## src/rtl/pf_ddr3_cmd_slot_packer_pkg.sv

```systemverilog
// Shared command encodings and slot geometry for the DDR3 command slot packer.
package pf_ddr3_cmd_slot_packer_pkg;

    // One fabric clock carries this many command slots on the wire.
    localparam int SLOTS = 4;

    // {RAS_N, CAS_N, WE_N}, active low.
    typedef logic [2:0] cmd_code_t;

    localparam cmd_code_t NOP = 3'b111;
    localparam cmd_code_t ACT = 3'b011;
    localparam cmd_code_t RD  = 3'b101;
    localparam cmd_code_t WR  = 3'b100;
    localparam cmd_code_t PRE = 3'b010;
    localparam cmd_code_t REF = 3'b001;

    // Number of queued entries the packer may consider in one cycle.
    function automatic logic [2:0] eligible_count(input int unsigned level);
        return (level >= SLOTS) ? 3'(SLOTS) : 3'(level);
    endfunction

endpackage

```

## src/rtl/pf_ddr3_cmd_fifo.sv

```systemverilog
// Command queue: single push, 0..4 pops per cycle, head four entries visible
// combinationally from registered storage.
module pf_ddr3_cmd_fifo
    import pf_ddr3_cmd_slot_packer_pkg::*;
#(
    parameter int DEPTH = 4
) (
    input  logic                           clk,
    input  logic                           rst,
    input  logic                           push,
    input  cmd_code_t                      push_data,
    input  logic [2:0]                     pop_count,
    output cmd_code_t                      head [SLOTS],
    output logic [$clog2(DEPTH+1)-1:0]     level
);

    localparam int PTR_W = $clog2(DEPTH);
    localparam int LVL_W = $clog2(DEPTH + 1);

    cmd_code_t        mem [DEPTH];
    logic [PTR_W-1:0] wr_ptr;
    logic [PTR_W-1:0] rd_ptr;

    // Storage write; contents need no reset because level gates visibility.
    always_ff @(posedge clk) begin
        if (push) begin
            mem[wr_ptr] <= push_data;
        end
    end

    // Pointers wrap naturally since DEPTH is a power of two.
    always_ff @(posedge clk) begin
        if (rst) begin
            wr_ptr <= '0;
            rd_ptr <= '0;
            level  <= '0;
        end else begin
            if (push) begin
                wr_ptr <= wr_ptr + PTR_W'(1);
            end
            rd_ptr <= rd_ptr + PTR_W'(pop_count);
            level  <= level + LVL_W'(push) - LVL_W'(pop_count);
        end
    end

    // Head window; entries beyond level are don't-care for the packer.
    always_comb begin
        for (int i = 0; i < SLOTS; i++) begin
            head[i] = mem[rd_ptr + PTR_W'(i)];
        end
    end

endmodule

```

## src/rtl/pf_ddr3_cmd_slot_packer.sv

```systemverilog
// Packs queued DDR3 commands into 4-slot pin words, keeping a minimum slot
// distance that carries across fabric cycles.
module pf_ddr3_cmd_slot_packer
    import pf_ddr3_cmd_slot_packer_pkg::*;
#(
    parameter int FIFO_DEPTH  = 4,
    parameter int CMD_SPACING = 1
) (
    input  logic                                FAB_CLK,
    input  logic                                TX_SYNC_RST,
    input  logic                                CMD_VALID,
    output logic                                CMD_READY,
    input  logic [2:0]                          CMD_CODE,
    input  logic                                OE_ENABLE,
    output logic [3:0]                          RAS_N_DATA,
    output logic [3:0]                          CAS_N_DATA,
    output logic [3:0]                          WE_N_DATA,
    output logic [3:0]                          OE_DATA,
    output logic [2:0]                          PACK_COUNT,
    output logic [$clog2(FIFO_DEPTH+1)-1:0]     FIFO_LEVEL
);

    localparam int         LVL_W      = $clog2(FIFO_DEPTH + 1);
    localparam logic [3:0] GAP_RELOAD = 4'(CMD_SPACING - 1);

    logic             in_rst_q;
    logic             push;
    logic [LVL_W-1:0] fifo_level;
    cmd_code_t        head [SLOTS];
    logic [2:0]       avail;
    logic [2:0]       issued;
    logic [3:0]       gap_q;
    logic [3:0]       gap_v;
    cmd_code_t        slot_code [SLOTS];
    logic [3:0]       ras_d;
    logic [3:0]       cas_d;
    logic [3:0]       we_d;

    // Ready stays low through the first edge after reset release.
    assign CMD_READY = !TX_SYNC_RST && !in_rst_q &&
                       (fifo_level < LVL_W'(FIFO_DEPTH));
    assign push       = CMD_VALID && CMD_READY;
    assign FIFO_LEVEL = fifo_level;

    pf_ddr3_cmd_fifo #(
        .DEPTH (FIFO_DEPTH)
    ) u_fifo (
        .clk       (FAB_CLK),
        .rst       (TX_SYNC_RST),
        .push      (push),
        .push_data (CMD_CODE),
        .pop_count (issued),
        .head      (head),
        .level     (fifo_level)
    );

    // Walk the four slots in wire order, issuing the head whenever the gap
    // counter has expired; only entries registered at cycle start are used.
    always_comb begin
        avail  = eligible_count(32'(fifo_level));
        gap_v  = gap_q;
        issued = 3'd0;
        for (int s = 0; s < SLOTS; s++) begin
            slot_code[s] = NOP;
            if (gap_v == 4'd0 && issued < avail) begin
                slot_code[s] = head[issued[1:0]];
                issued       = issued + 3'd1;
                gap_v        = GAP_RELOAD;
            end else if (gap_v != 4'd0) begin
                gap_v = gap_v - 4'd1;
            end
        end
        for (int s = 0; s < SLOTS; s++) begin
            ras_d[s] = slot_code[s][2];
            cas_d[s] = slot_code[s][1];
            we_d[s]  = slot_code[s][0];
        end
    end

    // Registered pin words, gap counter and reset-release tracking.
    always_ff @(posedge FAB_CLK) begin
        if (TX_SYNC_RST) begin
            in_rst_q   <= 1'b1;
            gap_q      <= 4'd0;
            RAS_N_DATA <= 4'hF;
            CAS_N_DATA <= 4'hF;
            WE_N_DATA  <= 4'hF;
            OE_DATA    <= 4'h0;
            PACK_COUNT <= 3'd0;
        end else begin
            in_rst_q   <= 1'b0;
            gap_q      <= gap_v;
            RAS_N_DATA <= ras_d;
            CAS_N_DATA <= cas_d;
            WE_N_DATA  <= we_d;
            OE_DATA    <= {4{OE_ENABLE}};
            PACK_COUNT <= issued;
        end
    end

endmodule

```

## config.mk

```make
export PLATFORM = sky130hd
export DESIGN_NAME = pf_ddr3_cmd_slot_packer
export DESIGN_NICKNAME = d
export VERILOG_FILES = /design/src/rtl/pf_ddr3_cmd_slot_packer_pkg.sv /design/src/rtl/pf_ddr3_cmd_fifo.sv /design/src/rtl/pf_ddr3_cmd_slot_packer.sv
export SDC_FILE = /design/constraint.sdc
export NUM_CORES = 1
export LEC_CHECK = 0
export ABC_CLOCK_PERIOD_IN_PS = 13610
export BUFFER_PORTS_ARGS = -buffer_cell sky130_fd_sc_hd__buf_2
export CORE_ASPECT_RATIO = 0.9
export CORE_MARGIN = 2
export CORE_UTILIZATION = 50
export CTS_CLUSTER_SIZE = 24
export DETAILED_ROUTE_END_ITERATION = 7
export PLACE_DENSITY = 0.7
export REMOVE_ABC_BUFFERS = 1
export SYNTH_ARGS = -nofsm -noshare
export SYNTH_HDL_FRONTEND = slang
export SYNTH_SLANG_ARGS = --single-unit
```

## constraint.sdc

```tcl
create_clock -name FAB_CLK -period 13.61 [get_ports FAB_CLK]
set_input_delay 2.0415 -clock FAB_CLK [delete_from_list [all_inputs] [get_ports FAB_CLK]]
set_output_delay 2.0415 -clock FAB_CLK [all_outputs]
set_load 0.03 [all_outputs]
```

# [After elaboration in Yosys (flattened, before gate mapping)]
# Memory sizes are Yosys's and may differ from the RTL's. A register that Yosys moved wholly into a read port is not among the register bits.
# Index checks and enable logic that the tools add are counted.
[word_totals] register_bits=28 ramBits=12 out_inout_bits=23 memories=1 input_bits=7 word_cells=97
[mem_list] memory="u_fifo.mem" words=4 width=3 rd=4 rd_clocked_by_memory_dff=1 write_ports=1 line="pf_ddr3_cmd_fifo.sv:20" rtl="cmd_code_t mem [DEPTH];"
[op_classes] n_bitwise=7 mux=25 n_lt_le_gt_ge=9 reduce_logical=22 addsub=14
[ops] op="two-way mux 3 bit" count=10
[ops] op="two-way mux 4 bit" count=7
[ops] op="binary-select mux 3 bit (select 2 bit)" count=3
[ops] op="logical NOT 4 bit" count=4
[ops] op="nonzero test 4 bit" count=4
[ops] op="subtractor 4 x 1 -> 4 bit, second input constant" count=4
[ops] op="greater-or-equal comparator 3 bit, second input constant" count=4
[ops] op="OR reduction 2 bit" count=5
[ops] op="adder 3 x 1 -> 3 bit, second input constant" count=3
[ops] op="< comparator 3 bit" count=3
[ops] op="NOT 2 -> 3 bit" count=3
[ops] op="logical AND 1 bit" count=7
[ops] op="adder 2 x 1 -> 2 bit, second input constant" count=2
[ops] op="adder 2 bit, second input constant" count=2
[ops] op="two-way mux 1 bit" count=4
[ops] op="NOT 1 bit" count=4
[ops] op="adder 3 x 1 -> 3 bit" count=1
[ops] op="< comparator 1 x 3 -> 1 bit, first input constant" count=1
[ops] op="< comparator 3 bit, second input constant" count=1
[ops] op="subtractor 3 bit" count=1
[ops] op="adder 2 bit" count=1
[ops] op="logical NOT 1 bit" count=2
[ops] op="two-way mux 2 bit" count=1

# [Logic depth before layout (Yosys ltp)]
# Gate-level depths: netlist of the first run.
[depth] word_depth=16 depth_mapped=35 mapped_depth_nobuf=30

# [By module]
# Synthesis of the first run repeated with hierarchy kept, for this count alone.
[unflattened] hier_cells=266 area_unflattened_um2=2810.2
[by_module_without_submodules] mod="pf_ddr3_cmd_slot_packer" cells_per_inst=200 n_inst=1 area_per_inst_um2=1734.2 seq_area_each_um2=420.4
[by_module_without_submodules] mod="pf_ddr3_cmd_fifo" cells_per_inst=66 n_inst=1 area_per_inst_um2=1076.0 seq_area_each_um2=500.5

# [Worst setup path before layout of the first run]
# OpenSTA, ideal clock, no wires.
[synth_path] path_kind="register to register" start="register gap_q[0]" end="register u_fifo.level[2]" arrival_ns=6.097 setup_ns=0.083 t_required_ns=13.527 slack_ns=7.430 path_buffers=6 stages_incl_launch_ff=36 synth_period_minus_slack_ns=6.180 cell_sequence="dfxtp_1 inv_1 ha_1 buf_4 or3b_1 buf_2 nor2_1 o21ai_0 ha_1 buf_2 o21ai_0 or2_2 inv_1 ha_1 clkbuf_1 nand2b_1 a21oi_1 or2_2 nand2_2 a21o_1 buf_6 ha_1 o2111ai_1 o31ai_2 a31oi_4 buf_4 xnor2_1 ha_1 inv_1 ha_1 fa_1 xnor2_1 nor2b_1 inv_1 a211o_1 o221ai_1"
[synth_via] elab_chain_cells=13 word_cells_on_any_way=31 cone_classes="add/sub: 7; order compare: 3; mux: 10; reduce/logical: 11"
[synth_lines] item="from (decl)" line="pf_ddr3_cmd_slot_packer.sv:32" rtl="logic [3:0] gap_q;"
[synth_lines] item="from (signal assigned)" line="pf_ddr3_cmd_slot_packer.sv:92" rtl="gap_q <= gap_v;"
[synth_lines] item="subtractor 4 x 1 -> 4 bit (tied with other cells)" line="pf_ddr3_cmd_slot_packer.sv:70" rtl="gap_v = gap_v - 4'd1;"
[synth_lines] item="two-way mux 4 bit or logical AND 1 bit (tied branches)" line="pf_ddr3_cmd_slot_packer.sv:69, pf_ddr3_cmd_slot_packer.sv:65"
[synth_lines] item="two-way mux 4 bit or two-way mux 1 bit (tied branches)" line="pf_ddr3_cmd_slot_packer.sv:65" rtl="if (gap_v == 4'd0 && issued < avail) begin"
[synth_lines] item="subtractor 4 x 1 -> 4 bit (tied with other cells)" line="pf_ddr3_cmd_slot_packer.sv:70"
[synth_lines] item="two-way mux 4 bit or logical AND 1 bit (tied branches)" line="pf_ddr3_cmd_slot_packer.sv:69, pf_ddr3_cmd_slot_packer.sv:65"
[synth_lines] item="two-way mux 4 bit or two-way mux 3 bit (tied branches)" line="pf_ddr3_cmd_slot_packer.sv:65"
[synth_lines] item="subtractor 4 x 1 -> 4 bit (tied with other cells)" line="pf_ddr3_cmd_slot_packer.sv:70"
[synth_lines] item="two-way mux 4 bit or logical AND 1 bit (tied branches)" line="pf_ddr3_cmd_slot_packer.sv:69, pf_ddr3_cmd_slot_packer.sv:65"
[synth_lines] item="two-way mux 4 bit or two-way mux 3 bit (tied branches)" line="pf_ddr3_cmd_slot_packer.sv:65"
[synth_lines] item="logical NOT 4 bit or < comparator 3 bit (tied branches)" line="pf_ddr3_cmd_slot_packer.sv:65"
[synth_lines] item="logical AND 1 bit" line="pf_ddr3_cmd_slot_packer.sv:65"
[synth_lines] item="two-way mux 3 bit (*)" line="pf_ddr3_cmd_slot_packer.sv:65"
[synth_lines] item="net issued[0]" line="pf_ddr3_cmd_slot_packer.sv:31" rtl="logic [2:0] issued;"
[synth_lines] item="subtractor 3 bit (*)" line="pf_ddr3_cmd_fifo.sv:42" rtl="level <= level + LVL_W'(push) - LVL_W'(pop_count);"
[synth_lines] item="to (signal assigned)" line="pf_ddr3_cmd_fifo.sv:42"
[synth_lines] item="to (decl)" line="pf_ddr3_cmd_fifo.sv:14" rtl="output logic [$clog2(DEPTH+1)-1:0] level"
# Mark *: on every way through the listed nets, which the timed path passes. The rest lies on a longest branch.
# A chain may end at the register's enable or synchronous reset.

# [Worst setup path in the final report of the first run]
# Ends and elaborated chain as after synthesis.

==> results.md, run 1 <==
* Clock-pin transition on the worst setup and hold timing paths at 0.08 ns
* Pin slew with the least headroom to its limit at 0.728 ns
* Starting Density at 52.6%
* Wire length of the first global-routing pass at 8.91 mm
* Minimum clock period after layout at 6.92 ns
* Result of the run: finished clean
* Overall Global Routing Usage at 17.9%
* Mean cell area of the mapped netlist at 9.36 um2
* Num Clock Sinks at 40
* Num ports at 30
* Max Buffers Root-to-Sink at 2
* Count of final setup violators at 0
* Clock Skews at 0.00874 ns
* Share of synthesized area occupied by flip-flops and latches at 32.9%
* Max incr delay on CP at 0.46 ns
* Final weighted congestion of routability-driven global placement at 0.832
* Count of H-tree levels built during CTS at 2
* Resized cells post-CTS at 0
* Count of routing violations after the opening detailed-route iteration at 139
* HPWL after detailed placement at 4.25 mm
* Post-CTS Hold Buffers at 0
* Data arrival time at the worst-slack endpoint at 7.14 ns
* # Post-CTS Setup Buffers at 0
* Max-capacitance violation count at 0
* Core area at 5320 um2
* Sum of buffers and inverters on the critical path at 4
* Antenna viol nets, final at 0
* Number of unique standard cell types used by synthesis at 65
* Type of element capturing the critical path: flop
* Final slew viol count at 0
* Filler cell count in the final layout at 507
* Die area at 6210 um2
* WL final at 5.47 mm
* Setup repair after global routing missed its margin: false
* Cell Rows at 25
* Worst Path Class, Setup: flop to flop
* Tightest hold margin at 0.601 ns
* TritonCTS Buffers at 5
* Port Buffers at 29
* Worst Path Required at 13.83 ns
* Via density per instance at 5.71
* Fraction of final layout cells sized beyond drive strength 1 at 20.3%
* Antenna cell count at 0
* Maximum number of pins on one net before global-route repair at 28
* Top cell family by delay on the critical path: adder cells
* Aggregate negative setup slack at 0 ns
* CTS tree: yes
* Number of global-route vias before repair at 1935
* Ys flop type: sky130_fd_sc_hd__dfxtp_1
* Root cell of the clock tree: sky130_fd_sc_hd__clkbuf_8
* Synth async-reset ratio at 0%
* Number of storage elements in the synthesis netlist at 40
* Vias post-DR at 2180
* Critical path peak fanout at 14
* Post-synth design cell area at 2800 um2
* Initial antenna violation count at 0
* Total iterations of the first detailed-routing run at 4
* Fmax achieved at 144 MHz
* Final net count at 340
* Overflow left after global routing at 0
* Crit path max-delay cell type: sky130_fd_sc_hd__dfxtp_1
* Die span in y at 75.0 um
* Worst hold path type: flop to flop
* Gate count of the mapped netlist at 299
* Area growth, synth to finish at 8.01%
* Worst-skew pair later-pin latency at 0.29 ns
* Number of enable flip-flop cells after synthesis at 12
* Wire length per cell at 14.3 um
* Final hold violation count at 0
* Die Width at 82.9 um
* Critical path's most frequent cell: sky130_fd_sc_hd__ha_1
* Share of the clock period used by the worst path after layout at 50.9%
* Max-Slew Margin vs Limit at 51.2%
* Startpoint Class: flop
* Remaining design rule violation count at 0
* Synthesis Warnings at 0
[cell usage in the layout, fill, tap and decap left out, types with 2 or more instances in the layout]
cell type,netlist,final
sky130_fd_sc_hd__nor3_1,9,9
sky130_fd_sc_hd__xnor2_1,8,8
sky130_fd_sc_hd__nor2b_1,9,9
sky130_fd_sc_hd__or2_1,3,3
sky130_fd_sc_hd__and3_1,9,9
sky130_fd_sc_hd__a21oi_1,16,16
sky130_fd_sc_hd__a211oi_1,2,2
sky130_fd_sc_hd__edfxtp_1,12,12
sky130_fd_sc_hd__or2_2,2,2
sky130_fd_sc_hd__o211ai_1,5,5
sky130_fd_sc_hd__mux2_2,5,5
sky130_fd_sc_hd__mux2i_1,11,11
sky130_fd_sc_hd__inv_1,19,19
sky130_fd_sc_hd__o21a_1,3,3
sky130_fd_sc_hd__nand2_1,24,24
sky130_fd_sc_hd__ha_1,18,18
sky130_fd_sc_hd__nand3_1,5,5
sky130_fd_sc_hd__or3_1,7,7
sky130_fd_sc_hd__clkbuf_8,0,6
sky130_fd_sc_hd__o31a_1,3,3
sky130_fd_sc_hd__and2_1,3,3
sky130_fd_sc_hd__dfxtp_1,28,28
sky130_fd_sc_hd__nor2_1,20,20
sky130_fd_sc_hd__mux4_2,6,6
sky130_fd_sc_hd__o21ai_0,9,9
sky130_fd_sc_hd__o31ai_2,2,2
sky130_fd_sc_hd__buf_2,2,29
sky130_fd_sc_hd__a211o_1,2,2
sky130_fd_sc_hd__a21o_1,2,2
sky130_fd_sc_hd__nand2b_1,4,4
[synth_stat cells, types with 6 or more instances]
cell type                   n  share of area [%]
sky130_fd_sc_hd__ha_1      18                8.1
sky130_fd_sc_hd__clkbuf_1   7               0.94
sky130_fd_sc_hd__o21ai_0    9                1.6
sky130_fd_sc_hd__a21oi_1   16                2.9
sky130_fd_sc_hd__and3_1     9                2.0
sky130_fd_sc_hd__nor2_1    20                2.7
sky130_fd_sc_hd__or3_1      7                1.6
sky130_fd_sc_hd__edfxtp_1  12                 13
sky130_fd_sc_hd__nor2b_1    9                2.0
sky130_fd_sc_hd__nor3_1     9                1.6
sky130_fd_sc_hd__nand2_1   24                3.2
sky130_fd_sc_hd__mux4_2     6                4.8
sky130_fd_sc_hd__mux2i_1   11                3.9
sky130_fd_sc_hd__buf_4      8                2.1
sky130_fd_sc_hd__xnor2_1    8                2.5
sky130_fd_sc_hd__dfxtp_1   28                 20
sky130_fd_sc_hd__inv_1     19                2.5
[metal layers]
layer  up-vias  share of wire (%)  GRT usage (%)
met2        52                 44           28.9
met4         0                1.3           6.38
met3         8                3.7           3.40
met1      1014                 50           24.5
met5         -                  0              0
li1       1106                  -              -
[sequential cells by signal, indices dropped and copies added (netlist names)]
signal         cells
PACK_COUNT         3
u_fifo.rd_ptr      2
WE_N_DATA          4
u_fifo.wr_ptr      2
gap_q              4
RAS_N_DATA         4
u_fifo.mem        12
CAS_N_DATA         4
in_rst_q           1
OE_DATA            1
u_fifo.level       3
[through the flow]
step                utilization, %  std cells  cell area (um2)  worst slack (ns)
finish                        56.8        382             3020              6.69
global route                  56.8        382             3020              6.05
CTS                           56.8        382             3020              6.74
detailed placement            54.5        374             2900              6.80
global placement              54.5        374             2900              6.90
floorplan                        -        278             2670              7.59
[cells by family after synthesis]
group | synth area share, %
xor gates and xnor gates | 2.50
muxes | 11.3
DFF | 32.9
buffers and inverters | 7.07
and+or+nand+nor | 21.4
AOI/OAI and AO/OA | 16.1
adders and majority gates | 8.77
[layout make-up]
| class | count | area, um2 | area share (%) |
|---|---|---|---|
| clock buffer | 6 | 82.6 | 2.73 |
| tap | 67 | 83.8 | 2.77 |
| timing repair buffer | 29 | 145 | 4.80 |
| sequential | 40 | 921 | 30.5 |
| multi-input combinational | 219 | 1680 | 55.6 |
| inverter | 19 | 71.3 | 2.36 |
| clock inverter | 2 | 38.8 | 1.28 |
[path summary, 6_finish.rpt]
check	startpoint	slack, ns	depth (start not counted)	endpoint
setup reg to reg	gap_q[0]	6.69	29	u_fifo.level[2]
setup / recovery	gap_q[0]	6.69	29	u_fifo.level[2]
hold / removal	u_fifo.wr_ptr[0]	0.60	2	u_fifo.wr_ptr[0]
hold reg to reg	u_fifo.wr_ptr[0]	0.60	2	u_fifo.wr_ptr[0]
[worst register-to-register path, delay by kind of cell, from the launching register on]
kind | cells | cell delay, ns
simple gates | 6 | 1.31
fa+ha+maj | 8 | 2.48
buf+inv | 4 | 0.31
xor+xnor | 2 | 0.39
flops | 1 | 0.46
compound gates | 9 | 1.90
Power of run 1 is not shown: default switching activity piles up to over one toggle a cycle in this logic, so the estimate is an artifact.
==> run 2: changes to the inputs <==
--- a/config.mk
+++ b/config.mk
@@ -5,7 +5,7 @@
 export SDC_FILE = /design/constraint.sdc
 export NUM_CORES = 1
 export LEC_CHECK = 0
-export ABC_CLOCK_PERIOD_IN_PS = 13610
+export ABC_CLOCK_PERIOD_IN_PS = 6730
 export BUFFER_PORTS_ARGS = -buffer_cell sky130_fd_sc_hd__buf_2
 export CORE_ASPECT_RATIO = 0.9
 export CORE_MARGIN = 2
==> constraint.sdc (replaced) <==
create_clock -name FAB_CLK -period 6.73 [get_ports FAB_CLK]
set_input_delay 1.0095 -clock FAB_CLK [delete_from_list [all_inputs] [get_ports FAB_CLK]]
set_output_delay 1.0095 -clock FAB_CLK [all_outputs]
set_load 0.03 [all_outputs]
==> run 2 against run 1 <==
  * Maximum frequency grew 12%
  * Largest cell class unchanged
  * Utilization increased by 1.2 points
  * Global-route usage increased by 0.17 points
  * Sequential cell count stayed put
==> results.md, run 2 (synthesis gave the netlist of run 1 again) <==
* Wire length of the first global-routing pass at 9.06 mm (+1.6%)
* Result of the run: finished clean
* CTS tree: yes
* Type of element capturing the critical path: flop
* Critical path peak fanout at 9 (-5)
* Max incr delay on CP at 0.47 ns (about the same)
* Minimum clock period after layout at 6.17 ns (-0.750 ns)
* Die Width at 82.9 um (unchanged)
* Cell Rows at 25 (unchanged)
* Worst-skew pair later-pin latency at 0.29 ns (about the same)
* Port Buffers at 29 (unchanged)
* Worst Path Class, Setup: flop to flop
* Reg-to-reg critical path startpoint: gap_q[0]
* Count of final setup violators at 0 (unchanged)
* Hold Crit Start: u_fifo.wr_ptr[0]
* Largest register by flop count: u_fifo.mem
* Post-CTS Hold Buffers at 0 (unchanged)
* Count of H-tree levels built during CTS at 2 (unchanged)
* Total iterations of the first detailed-routing run at 4 (unchanged)
* Starting Density at 52.6% (unchanged)
* Count of routing violations after the opening detailed-route iteration at 93 (-33%)
* Pin slew with the least headroom to its limit at 0.626 ns (-0.102 ns)
* HPWL after detailed placement at 4.12 mm (-3.0%)
* Final weighted congestion of routability-driven global placement at 0.828 (-0.55%)
* Max Buffers Root-to-Sink at 2 (unchanged)
* Root cell of the clock tree: sky130_fd_sc_hd__clkbuf_8
* Worst Path Required at 6.95 ns (-6.88 ns)
* Startpoint Class: flop
* Via density per instance at 5.52 (-3.2%)
* Maximum number of pins on one net before global-route repair at 28 (unchanged)
* Data arrival time at the worst-slack endpoint at 6.39 ns (-0.75 ns)
* Number of global-route vias before repair at 1934 (-0.052%)
* Final net count at 351 (+3.2%)
* Number of flip-flops under the largest register name at 12 (unchanged)
* Worst hold path type: flop to flop
* Core area at 5320 um2 (unchanged)
* Remaining design rule violation count at 0 (unchanged)
* Num Clock Sinks at 40 (unchanged)
* Crit path max-delay cell type: sky130_fd_sc_hd__or3b_1
* Multi-input gate area at 1700 um2 (+1.1%)
* Initial antenna violation count at 0 (unchanged)
* Critical path launch point: gap_q[0]
* Aggregate negative setup slack at 0 ns (unchanged)
* Die span in y at 75.0 um (unchanged)
* Filler cell count in the final layout at 488 (-3.7%)
* Total area of sequential cells at 922 um2 (+0.14%)
* Final slew viol count at 0 (unchanged)
* Num ports at 30 (unchanged)
* Overflow left after global routing at 0 (unchanged)
* Final hold violation count at 0 (unchanged)
* Antenna viol nets, final at 0 (unchanged)
* Most frequent cells in the layout: sky130_fd_sc_hd__buf_2 (29), sky130_fd_sc_hd__dfxtp_1 (27), sky130_fd_sc_hd__nand2_1 (24), sky130_fd_sc_hd__nor2_1 (20), sky130_fd_sc_hd__inv_1 (19)
* Fraction of final layout cells sized beyond drive strength 1 at 23.6% (+3.3 points)
* WL final at 5.41 mm (-1.2%)
* Max-capacitance violation count at 0 (unchanged)
* Die area at 6210 um2 (unchanged)
* Most common cell after layout, fill and taps aside: sky130_fd_sc_hd__buf_2
* Clock-pin transition on the worst setup and hold timing paths at 0.08 ns (about the same)
* Max-Slew Margin vs Limit at 58.2% (+7.0 points)
* Overall Global Routing Usage at 18.1% (+0.17 points)
* Wire length per cell at 13.8 um (-4.0%)
* Clock Skews at 0.00788 ns (-0.000856 ns)
* Fmax achieved at 162 MHz (+12%)
* Share of the clock period used by the worst path after layout at 91.7% (+41 points)
* Vias post-DR at 2171 (-0.41%)
* Setup repair after global routing missed its margin: false
* Area growth, synth to finish at 10.4%
* TritonCTS Buffers at 5 (unchanged)
* Antenna cell count at 0 (unchanged)
==> run 2: cell types whose count changed in the layout (fill, tap and decap cells not counted), sizes merged <==
cell / previous run / this run
buf: 29 / 40
bufinv: 1 / 0
clkinvlp: 0 / 1
==> run 2: final cells by class <==
cell class | instances | share of cell area (%)
Clock buffer | 6 | 2.35
Multi-Input combinational cell | 219 | 55.0
Sequential cell | 40 | 29.9
Tap cell | 67 | 2.71
Clock inverter | 2 | 0.405
Inverter | 19 | 2.31
Timing Repair Buffer | 40 | 7.37
==> run 2: metal layers <==
metal  GRT usage (%)  up-vias  part of all wire, %
met2            28.7       49                   43
met3            3.95        8                  4.4
met5               0        -                    0
met4            5.46        0                  1.3
met1            25.1      986                   51
li1                -     1128                    -
==> run 2: worst max-delay path, delay by kind of cell, from the launching register on <==
kind / cells / cell delay, ns
xor+xnor: 2 / 0.36
compound gates: 10 / 1.95
simple gates: 5 / 1.22
fa+ha+maj: 7 / 1.75
buf+inv: 5 / 0.44
flops: 1 / 0.37
==> run 2: worst paths after layout <==
check | slack (ns) | depth (start not counted) | end
setup / recovery | 0.56 | 29 | u_fifo.level[2]
hold reg to reg | 0.61 | 2 | u_fifo.wr_ptr[0]
hold / removal | 0.61 | 2 | u_fifo.wr_ptr[0]
setup reg to reg | 0.56 | 29 | u_fifo.level[2]
==> run 2: what timing repair did <==
item | 4_1_cts | 5_1_grt
resized for setup | 0 | 4
setup buffers | 0 | 4
setup endpoints to repair | 0 | 1
==> run 2: through the flow <==
step	worst slack [ns]	utilization (%)	area (um2)	instances	hold WS, ns
after floorplan	0.708	-	2670	278	0.538
after detailed placement	0.371	55.5	2950	381	0.592
after global placement	0.573	55.5	2950	381	0.567
after global routing	0.0133	58.1	3090	393	0.653
after CTS	0.280	57.1	3040	389	0.614
final	0.558	58.1	3090	393	0.607
Power of run 2 is left out for the same reason.
==> run 3: changes to the inputs <==
--- a/config.mk
+++ b/config.mk
@@ -6,13 +6,13 @@
 export NUM_CORES = 1
 export LEC_CHECK = 0
 export ABC_CLOCK_PERIOD_IN_PS = 6730
-export BUFFER_PORTS_ARGS = -buffer_cell sky130_fd_sc_hd__buf_2
 export CORE_ASPECT_RATIO = 0.9
 export CORE_MARGIN = 2
 export CORE_UTILIZATION = 50
+export CTS_BUF_LIST = sky130_fd_sc_hd__clkbuf_8
 export CTS_CLUSTER_SIZE = 24
 export DETAILED_ROUTE_END_ITERATION = 7
-export PLACE_DENSITY = 0.7
+export DONT_BUFFER_PORTS = 1
 export REMOVE_ABC_BUFFERS = 1
 export SYNTH_ARGS = -nofsm -noshare
 export SYNTH_HDL_FRONTEND = slang
==> run 3 against run 2 <==
  * Register-to-register slack got worse by 0.07 ns
  * Maximum frequency decreased by 1.1%
  * Cell area decreased by 3.1%
  * Critical endpoint unchanged
  * First-iteration DRC count increased by 69%
  * Utilization decreased by 1.8 points
  * Cell count decreased by 6.1%
  * Highest routed layer unchanged
  * Clock skew decreased by 0.0014 ns
==> results.md, run 3 (synthesis gave the netlist of run 1 again) <==
* Worst Path Required at 6.95 ns (about the same)
* Max incr delay on CP at 0.44 ns (-0.03 ns)
* Vias post-DR at 2076 (-4.4%)
* WL final at 5.62 mm (+4.0%)
* Tightest hold margin at 0.583 ns (-0.0238 ns)
* Clock Skews at 0.00644 ns (-0.00144 ns)
* Overall Global Routing Usage at 19.3% (+1.2 points)
* Die area at 6210 um2 (unchanged)
* Worst-skew pair later-pin latency at 0.30 ns (about the same)
* Num Clock Sinks at 40 (unchanged)
* Core area at 5320 um2 (unchanged)
* Count of H-tree levels built during CTS at 2 (unchanged)
* Minimum clock period after layout at 6.24 ns (+0.0696 ns)
* Count of final setup violators at 0 (unchanged)
* Cell Rows at 25 (unchanged)
* Die Width at 82.9 um (unchanged)
* Num ports at 30 (unchanged)
* CTS tree: yes
* Antenna cell count at 0 (unchanged)
* Fraction of final layout cells sized beyond drive strength 1 at 17.2% (-6.4 points)
* Multi-input gate area at 1680 um2 (-0.96%)
* HPWL after detailed placement at 4.29 mm (+3.9%)
* Final core area utilization at 56.3% (-1.8 points)
* Critical path peak fanout at 9 (unchanged)
* Area growth, synth to finish at 6.98%
* Root cell of the clock tree: sky130_fd_sc_hd__clkbuf_8
* Most common cell after layout, fill and taps aside: sky130_fd_sc_hd__dfxtp_1
* Number of flip-flops under the largest register name at 12 (unchanged)
* Die span in y at 75.0 um (unchanged)
* Most frequent cells in the layout: sky130_fd_sc_hd__dfxtp_1 (28), sky130_fd_sc_hd__nand2_1 (24), sky130_fd_sc_hd__nor2_1 (20), sky130_fd_sc_hd__inv_1 (19), sky130_fd_sc_hd__ha_1 (17)
* Largest register by flop count: u_fifo.mem
* Final hold violation count at 0 (unchanged)
* Startpoint Class: flop
* Antenna viol nets, final at 0 (unchanged)
* Max-Slew Margin vs Limit at 24.8% (-33 points)
* Final slew viol count at 0 (unchanged)
* Number of global-route vias before repair at 1985 (+2.6%)
* Type of element capturing the critical path: flop
* Clock-pin transition on the worst setup and hold timing paths at 0.08 ns (about the same)
* Count of routing violations after the opening detailed-route iteration at 157 (+69%)
* Via density per instance at 5.63 (+1.8%)
* Fmax achieved at 160 MHz (-1.1%)
* Starting Density at 52.6% (unchanged)
* Pin slew with the least headroom to its limit at 1.13 ns (+0.501 ns)
* Result of the run: finished clean
* Remaining design rule violation count at 0 (unchanged)
* Port Buffers at 0 (-100%)
* Wire length of the first global-routing pass at 9.38 mm (+3.6%)
* Maximum number of pins on one net before global-route repair at 28 (unchanged)
* Area of placed instances at 2850 um2 (-3.6%)
* Total area of sequential cells at 921 um2 (-0.14%)
* Total iterations of the first detailed-routing run at 4 (unchanged)
* Filler cell count in the final layout at 481 (-1.4%)
* Aggregate negative setup slack at 0 ns (unchanged)
* TritonCTS Buffers at 5 (unchanged)
* Register-to-Register Setup Slack at 0.49 ns (-0.07 ns)
* Final weighted congestion of routability-driven global placement at 0.885 (+7.0%)
* Final instance area at 2990 um2 (-3.1%)
* Wire length per cell at 15.2 um (+11%)
* Max Buffers Root-to-Sink at 2 (unchanged)
* Worst Path Class, Setup: flop to flop
* Max-capacitance violation count at 0 (unchanged)
* Worst hold path type: flop to flop
* Initial antenna violation count at 0 (unchanged)
* Share of the clock period used by the worst path after layout at 92.7% (+1.0 points)
* Setup repair after global routing missed its margin: false
* Data arrival time at the worst-slack endpoint at 6.46 ns (+0.07 ns)
* Final net count at 327 (-6.8%)
* Overflow left after global routing at 0 (unchanged)
* Post-CTS Hold Buffers at 0 (unchanged)
* Crit path max-delay cell type: sky130_fd_sc_hd__fa_1
[run 3: worst max-delay path: cells and delay by family (launching register included)]
kind / cells / cell delay [ns]
buf+inv: 5 / 0.58
mux: 1 / 0.22
xor+xnor: 1 / 0.22
simple gates: 5 / 1.07
compound gates: 10 / 2.03
fa+ha+maj: 6 / 1.64
flops: 1 / 0.38
[run 3: final cells by class]
| class | instances | area share, % |
|---|---|---|
| repair buffers | 16 | 4.01 |
| multi-input cells | 219 | 56.2 |
| flip-flops and latches | 40 | 30.8 |
| inverters | 19 | 2.38 |
| well taps | 67 | 2.80 |
| clock buffers | 5 | 2.30 |
| clock inverters | 3 | 1.55 |
[run 3: repair_timing]
action / 4_1_cts / 5_1_grt
buffers inserted: 0 / 4
endpoints found under the setup margin: 0 / 1
gates resized for setup: 0 / 1
[run 3: path summary, 6_finish.rpt]
path | startpoint | endpoint | cells after the start
setup / recovery | gap_q[0] | u_fifo.level[2] | 28
hold / removal | u_fifo.wr_ptr[0] | u_fifo.wr_ptr[0] | 2
setup reg to reg | gap_q[0] | u_fifo.level[2] | 28
hold reg to reg | u_fifo.wr_ptr[0] | u_fifo.wr_ptr[0] | 2
[run 3: metal layers]
metal	GRT usage, %	wire (um)	vias to the layer above
met5	0	0	-
met3	4.82	386	7
met4	8.01	78	0
met2	30.0	2420	62
li1	-	-	1076
met1	26.2	2740	931
[run 3: through the flow]
stage          std cells  worst slack, ns
2_1_floorplan        278            0.708
3_3_place_gp         357            0.582
3_5_place_dp         357            0.469
4_1_cts              365            0.371
5_1_grt              369           0.0352
6_report             369            0.489
Power of run 3 is left out for the same reason.
